==> config.mk <==
export PLATFORM = sky130hd
export DESIGN_NAME = final_norm_pipe
export DESIGN_NICKNAME = d
export VERILOG_FILES = /design/src/rtl/final_norm_pipe.sv
export SDC_FILE = /design/constraint.sdc
export NUM_CORES = 1
export LEC_CHECK = 0
export ABC_AREA = 1
export BUFFER_PORTS_ARGS = -buffer_cell sky130_fd_sc_hd__buf_2
export CAP_MARGIN = 15
export CORE_ASPECT_RATIO = 1.25
export CORE_UTILIZATION = 54
export DETAILED_ROUTE_END_ITERATION = 10
export PLACE_DENSITY = 0.85
export SLEW_MARGIN = 20
export SYNTH_ARGS = -nofsm -noshare
export SYNTH_HDL_FRONTEND = slang
export SYNTH_SLANG_ARGS = --single-unit
==> constraint.sdc <==
create_clock -name clk -period 2.55 [get_ports clk]
set_clock_uncertainty 0.1 [all_clocks]
set_input_delay 0.51 -clock clk [delete_from_list [all_inputs] [get_ports clk]]
set_output_delay 0.51 -clock clk [all_outputs]
set_load 0.02 [all_outputs]
==> src/rtl/final_norm_pipe.sv <==
// Three-stage normalizer: sign/magnitude, leading-one shift, rounding (RNE by default).
// Define FINAL_NORM_RTZ_EN to add the rnd_mode port (1 = round toward zero).
module final_norm_pipe #(
    parameter int unsigned SUM_W     = 19,
    parameter int unsigned MAN_W     = 11,
    parameter int unsigned POINT_POS = 13,
    parameter int unsigned EXP_W     = 5
) (
    input  logic             clk,
    input  logic             rst,
    input  logic             in_valid,
    output logic             in_ready,
    input  logic [SUM_W-1:0] in_sum,
`ifdef FINAL_NORM_RTZ_EN
    input  logic             rnd_mode,
`endif
    output logic             out_valid,
    input  logic             out_ready,
    output logic [MAN_W-1:0] out_mant,
    output logic [EXP_W-1:0] out_exp_diff,
    output logic             out_exp_carry,
    output logic             out_sign,
    output logic             out_zero
);

    localparam int unsigned POS_W = (SUM_W > 1) ? $clog2(SUM_W) : 1;
    localparam int unsigned EXT_W = SUM_W + MAN_W + 1;
    localparam logic [POS_W-1:0] TOP_POS = POS_W'(SUM_W - 1);
    localparam logic [EXP_W-1:0] POINT_E = EXP_W'(POINT_POS);

    logic w_adv;
    logic w_rnd_in;

`ifdef FINAL_NORM_RTZ_EN
    assign w_rnd_in = rnd_mode;
`else
    assign w_rnd_in = 1'b0;
`endif

    // Stage 1 registers
    logic             r_v1;
    logic             r_sign1;
    logic             r_rnd1;
    logic [SUM_W-1:0] r_mag1;

    // Stage 2 registers
    logic             r_v2;
    logic             r_sign2;
    logic             r_rnd2;
    logic             r_zero2;
    logic [MAN_W-1:0] r_mant2;
    logic [EXP_W-1:0] r_exp2;
    logic             r_round2;
    logic             r_sticky2;

    // Stage 3 (output) registers
    logic             r_v3;
    logic [MAN_W-1:0] r_mant3;
    logic [EXP_W-1:0] r_exp3;
    logic             r_carry3;
    logic             r_sign3;
    logic             r_zero3;

    assign w_adv    = !r_v3 || out_ready;
    assign in_ready = w_adv;

    // S1: sign and magnitude; the most-negative input keeps its top bit as magnitude.
    logic             w_sign_in;
    logic [SUM_W-1:0] w_mag_in;

    assign w_sign_in = in_sum[SUM_W-1];
    assign w_mag_in  = w_sign_in ? (-in_sum) : in_sum;

    always_ff @(posedge clk) begin
        if (rst) begin
            r_v1    <= 1'b0;
            r_sign1 <= 1'b0;
            r_rnd1  <= 1'b0;
            r_mag1  <= '0;
        end else if (w_adv) begin
            r_v1    <= in_valid;
            r_sign1 <= w_sign_in;
            r_rnd1  <= w_rnd_in;
            r_mag1  <= w_mag_in;
        end
    end

    // S2: leading-one detect, left-justify, extract mantissa/round/sticky.
    logic [POS_W-1:0] w_pos;
    logic [SUM_W-1:0] w_norm;
    logic [EXT_W-1:0] w_ext;
    logic [MAN_W-1:0] w_mant_pre;
    logic             w_round_pre;
    logic             w_sticky_pre;
    logic             w_zero_pre;
    logic [EXP_W-1:0] w_exp_pre;

    always_comb begin
        w_pos = '0;
        for (int i = 0; i < int'(SUM_W); i++) begin
            if (r_mag1[i]) begin
                w_pos = POS_W'(i);
            end
        end
    end

    assign w_zero_pre = (r_mag1 == '0);
    assign w_norm     = r_mag1 << (TOP_POS - w_pos);
    // Zero padding below the sum supplies the right-fill when few bits follow the leading one.
    assign w_ext        = {w_norm, {(MAN_W + 1){1'b0}}};
    assign w_mant_pre   = w_ext[EXT_W-1 -: MAN_W];
    assign w_round_pre  = w_ext[EXT_W-1-MAN_W];
    assign w_sticky_pre = |w_ext[EXT_W-2-MAN_W:0];
    assign w_exp_pre    = w_zero_pre ? '0 : (EXP_W'(w_pos) - POINT_E);

    always_ff @(posedge clk) begin
        if (rst) begin
            r_v2      <= 1'b0;
            r_sign2   <= 1'b0;
            r_rnd2    <= 1'b0;
            r_zero2   <= 1'b0;
            r_mant2   <= '0;
            r_exp2    <= '0;
            r_round2  <= 1'b0;
            r_sticky2 <= 1'b0;
        end else if (w_adv) begin
            r_v2      <= r_v1;
            r_sign2   <= r_sign1;
            r_rnd2    <= r_rnd1;
            r_zero2   <= w_zero_pre;
            r_mant2   <= w_mant_pre;
            r_exp2    <= w_exp_pre;
            r_round2  <= w_round_pre;
            r_sticky2 <= w_sticky_pre;
        end
    end

    // S3: rounding; an overflow to 2^MAN_W renormalizes and flags the exponent carry.
    logic             w_inc;
    logic [MAN_W:0]   w_rounded;
    logic [MAN_W-1:0] w_mant_fin;
    logic             w_carry_fin;

    assign w_inc     = !r_rnd2 && r_round2 && (r_sticky2 || r_mant2[0]);
    assign w_rounded = {1'b0, r_mant2} + {{MAN_W{1'b0}}, w_inc};

    always_comb begin
        w_mant_fin  = w_rounded[MAN_W-1:0];
        w_carry_fin = 1'b0;
        if (w_rounded[MAN_W]) begin
            w_mant_fin  = w_rounded[MAN_W:1];
            w_carry_fin = 1'b1;
        end
    end

    always_ff @(posedge clk) begin
        if (rst) begin
            r_v3     <= 1'b0;
            r_mant3  <= '0;
            r_exp3   <= '0;
            r_carry3 <= 1'b0;
            r_sign3  <= 1'b0;
            r_zero3  <= 1'b0;
        end else if (w_adv) begin
            r_v3     <= r_v2;
            r_mant3  <= w_mant_fin;
            r_exp3   <= r_exp2;
            r_carry3 <= w_carry_fin;
            r_sign3  <= r_sign2;
            r_zero3  <= r_zero2;
        end
    end

    assign out_valid     = r_v3;
    assign out_mant      = r_mant3;
    assign out_exp_diff  = r_exp3;
    assign out_exp_carry = r_carry3;
    assign out_sign      = r_sign3;
    assign out_zero      = r_zero3;

endmodule

==> results.yml <==
power:
  design_power_total_mw: 4.097
  p_leak_nw: 2.500
  power_density_nw_per_um2: 808.5
  vdd_drop_max_mv: 0.4211
sta:
  worst_slack_ps: -115.8
  rsz0062_at_grt: "yes"
  setup_tns_ps: -966.3
  slew_headroom_pct: 71.34
  fmax_mhz: 375.1
  finalHoldWorstSlack_ps: 328.1
  layout_min_cycle_time_ps: 2666
  setup_violations: 12
  worstMarginPinSlew_ps: 429.9
  drv_slew: 0
  hold_viol_final: 0
  finalCritPeriodShare_pct: 104.5
logic_synthesis:
  synth_seq_cells: 62
  synth_top_cells_by_area: "dfxtp_1 (31%), nand2_1 (15%), nand3_1 (8.2%)"
  yosysUniqueCellTypes: 39
  synth_cells: 625
  synth_warnings: 0
  syn_nets: 652
  async_flop_share_pct: 0
  synth_area_sq_um: 4044
  synth_area_per_cell_sq_um: 6.470
  synth_edf_count: 0
  yosysTopAreaCell: "dfxtp_1"
  ys.flop_type: "dfxtp_1"
  synth_top_area_share_pct: 30.69
  ys_seq_area_share_pct: 30.69
floorplanning:
  fp.dieH_um: 98.75
  core_sq_um: 7104
  initial_utilization_pct: 56.92
  dieArea_sq_um: 7841
  ioPinCount: 44
  die_x_um: 79.40
  rows: 34
final_layout:
  final_common_cell: "nand2_1"
  syn_to_final_growth_pct: 25.31
  fin_nets: 717
  most-common-layout-cells: "nand2_1 (144), nor2_1 (65), inv_1 (63), dfxtp_1 (56), buf_2 (43)"
  layout.cells.non_filler: 785
  num_antenna_cells: 0
  drive_gt1_share_pct: 28.20
  final_area_sq_um: 5067
grt:
  grtUsageTotal_pct: 29.43
  grt_util_met2_pct: 51.53
  grt_antenna_before_repair: 0
  grt_max_degree: 45
  grt.overflow.total: 0
  grtUsageMet1_pct: 35.19
  busiest_layer: "met2"
  grt_pass1_wl_um: 18200
  use_met3_pct: 3.981
  first_global_vias: 4043
critical_path:
  endpoint: "r_mant2[6]$_SDFFE_PP0P_"
  cp_num_cells: 28
  crit_buf_inv: 5
  max_stage_delay_ps: 360
  critPathArrivalTime_ps: 2850
  worstPathRequired_ps: 2740
  worstRegToRegCells: 28
  critPathTopFamily: "simple AND/OR/NAND/NOR gates"
  r2r-end: "r_mant2[6]$_SDFFE_PP0P_"
  crit_path_end_kind: "register"
  cp_max_fo: 6
  ff2ff_setup_slack_ps: -120
  crit_path_frequent_cell: "nand2_1"
  cp_slowest_cell: "dfxtp_4"
  crit_type: "register to register"
  startpoint_type: "register"
  cp-startpoint: "r_mag1[2]$_SDFFE_PP0P_"
  timing.rr.start: "r_mag1[2]$_SDFFE_PP0P_"
min_path:
  hold_start: "in_valid"
  hold_class: "input pin to register"
route:
  finalWirelength_um: 11340
  vias: 4360
  antenna_left: 0
  via_per_inst: 5.554
  drt_pass1_iterations: 5
  wire_per_inst_um: 14.44
  drt-initial-drc-count: 320
  drc: 0
job:
  drv_cap: 0
clock_network:
  htreeDepth: 3
  clk_path_buf_depth: 2
  clk_pin_slew_ps: 80
  cts_buffers: 9
  clkLatencyLatePin_ps: 350
  hold_buffers: 0
  cts_tree: "yes"
  cts-root-buf: "clkbuf_8"
  cts_sinks: 62
placement:
  dpl_cell_area_sq_um: 4476
  dp_hpwl_um: 8057
  dp.cells: 760
  globalplace.congestion: 0.9213
  numPortBuffers: 43
outcome:
  violations: "negative setup slack"
  status: "finished with violations"
## area by class of cell
cell class	instances	area (sq um)
repair buffers	80	555.5
multi-input cells	462	2626
clock buffers	11	141.4
fillers	576	2037
inverters	74	314.1
flip-flops and latches	62	1251
repair inverters	1	8.758
well taps	90	112.6
clock inverters	5	57.56
## worst register-to-register path, delay by kind of cell, from the launching register on
kind / cells / cell delay (ps)
DFF: 1 / 360
buffers and inverters: 5 / 390
adders and majority gates: 1 / 350
and+or+nand+nor: 20 / 1180
AOI/OAI and AO/OA: 2 / 200
## where the power goes
group / internal, mW / leakage, nW / total (mW) / switching [mW]
registers: 1.12 / 0.515 / 1.25 / 0.130
clock network: 0.480 / 0.104 / 0.894 / 0.414
logic: 0.791 / 1.88 / 1.95 / 1.16
total: 2.39 / 2.50 / 4.10 / 1.70
## synthesized netlist by cell type (5+ instances only)
library cell and n:
inv_2 6, nor2_1 70, xor2_1 14, clkbuf_1 16
a21oi_2 5, nand3_1 66, a21oi_1 35, o21ai_0 41
o211ai_1 10, inv_1 65, nand2_2 7, o221ai_1 7
dfxtp_1 62, nand4_1 6, nor3_1 6, o21ai_1 5
buf_6 6, nand2_1 157
## what timing repair did
| action | CTS | global route |
|---|---|---|
| buffers inserted | 0 | 6 |
| cloned | 0 | 3 |
| pin swaps | 1 | 26 |
| endpoints found under the hold margin | 0 | 0 |
| setup endpoints to repair | 11 | 17 |
| resized for setup | 7 | 66 |
## metrics by stage
| step | util (%) | setup slack, ps |
|---|---|---|
| 3_5_place_dp | 63.00 | -9.328 |
| 4_1_cts | 66.29 | -48.05 |
| 3_3_place_gp | 63.00 | 12.97 |
| 2_1_floorplan | - | 7.467 |
| 6_report | 71.33 | -115.8 |
| 5_1_grt | 71.33 | -281.7 |
## how the worst min path moves through the flow
stage                   endpoint  slack [ps]  depth (start not counted)
6_report       r_v1$_SDFFE_PP0P_         330                          3
5_1_grt        r_v1$_SDFFE_PP0P_         340                          3
4_1_cts        r_v1$_SDFFE_PP0P_         340                          3
3_5_place_dp   r_v2$_SDFFE_PP0P_         350                          2
3_3_place_gp   r_v2$_SDFFE_PP0P_         340                          2
2_1_floorplan  r_v2$_SDFFE_PP0P_         330                          2
## state kept, by name (all words and copies together) (netlist names)
register	count
r_round2	1
out_zero	1
r_zero2	1
r_mag1	19
out_sign	1
out_exp_diff	5
out_exp_carry	1
r_exp2	5
r_sign2	1
r_sign1	1
r_v2	1
r_sticky2	1
r_v1	1
out_mant	11
r_mant2	11
out_valid	1
## routing by layer
metal | up-vias | part of all wire [%]
li1 | 2165 | -
met1 | 1999 | 41
met2 | 162 | 51
met3 | 34 | 4.7
met4 | 0 | 3.1
met5 | - | 0
## kinds of logic (layout without fill, tap and decap cells)
family          after synthesis  count (layout)  synth area share [%]
compound gates              113             113                 16.55
buf+inv                     101             171                 10.98
flops                        62              62                 30.69
simple gates                327             327                 36.63
xor+xnor                     18              18                 3.898
fa+ha+maj                     4               4                 1.238
(Power assumes the default switching activity.)
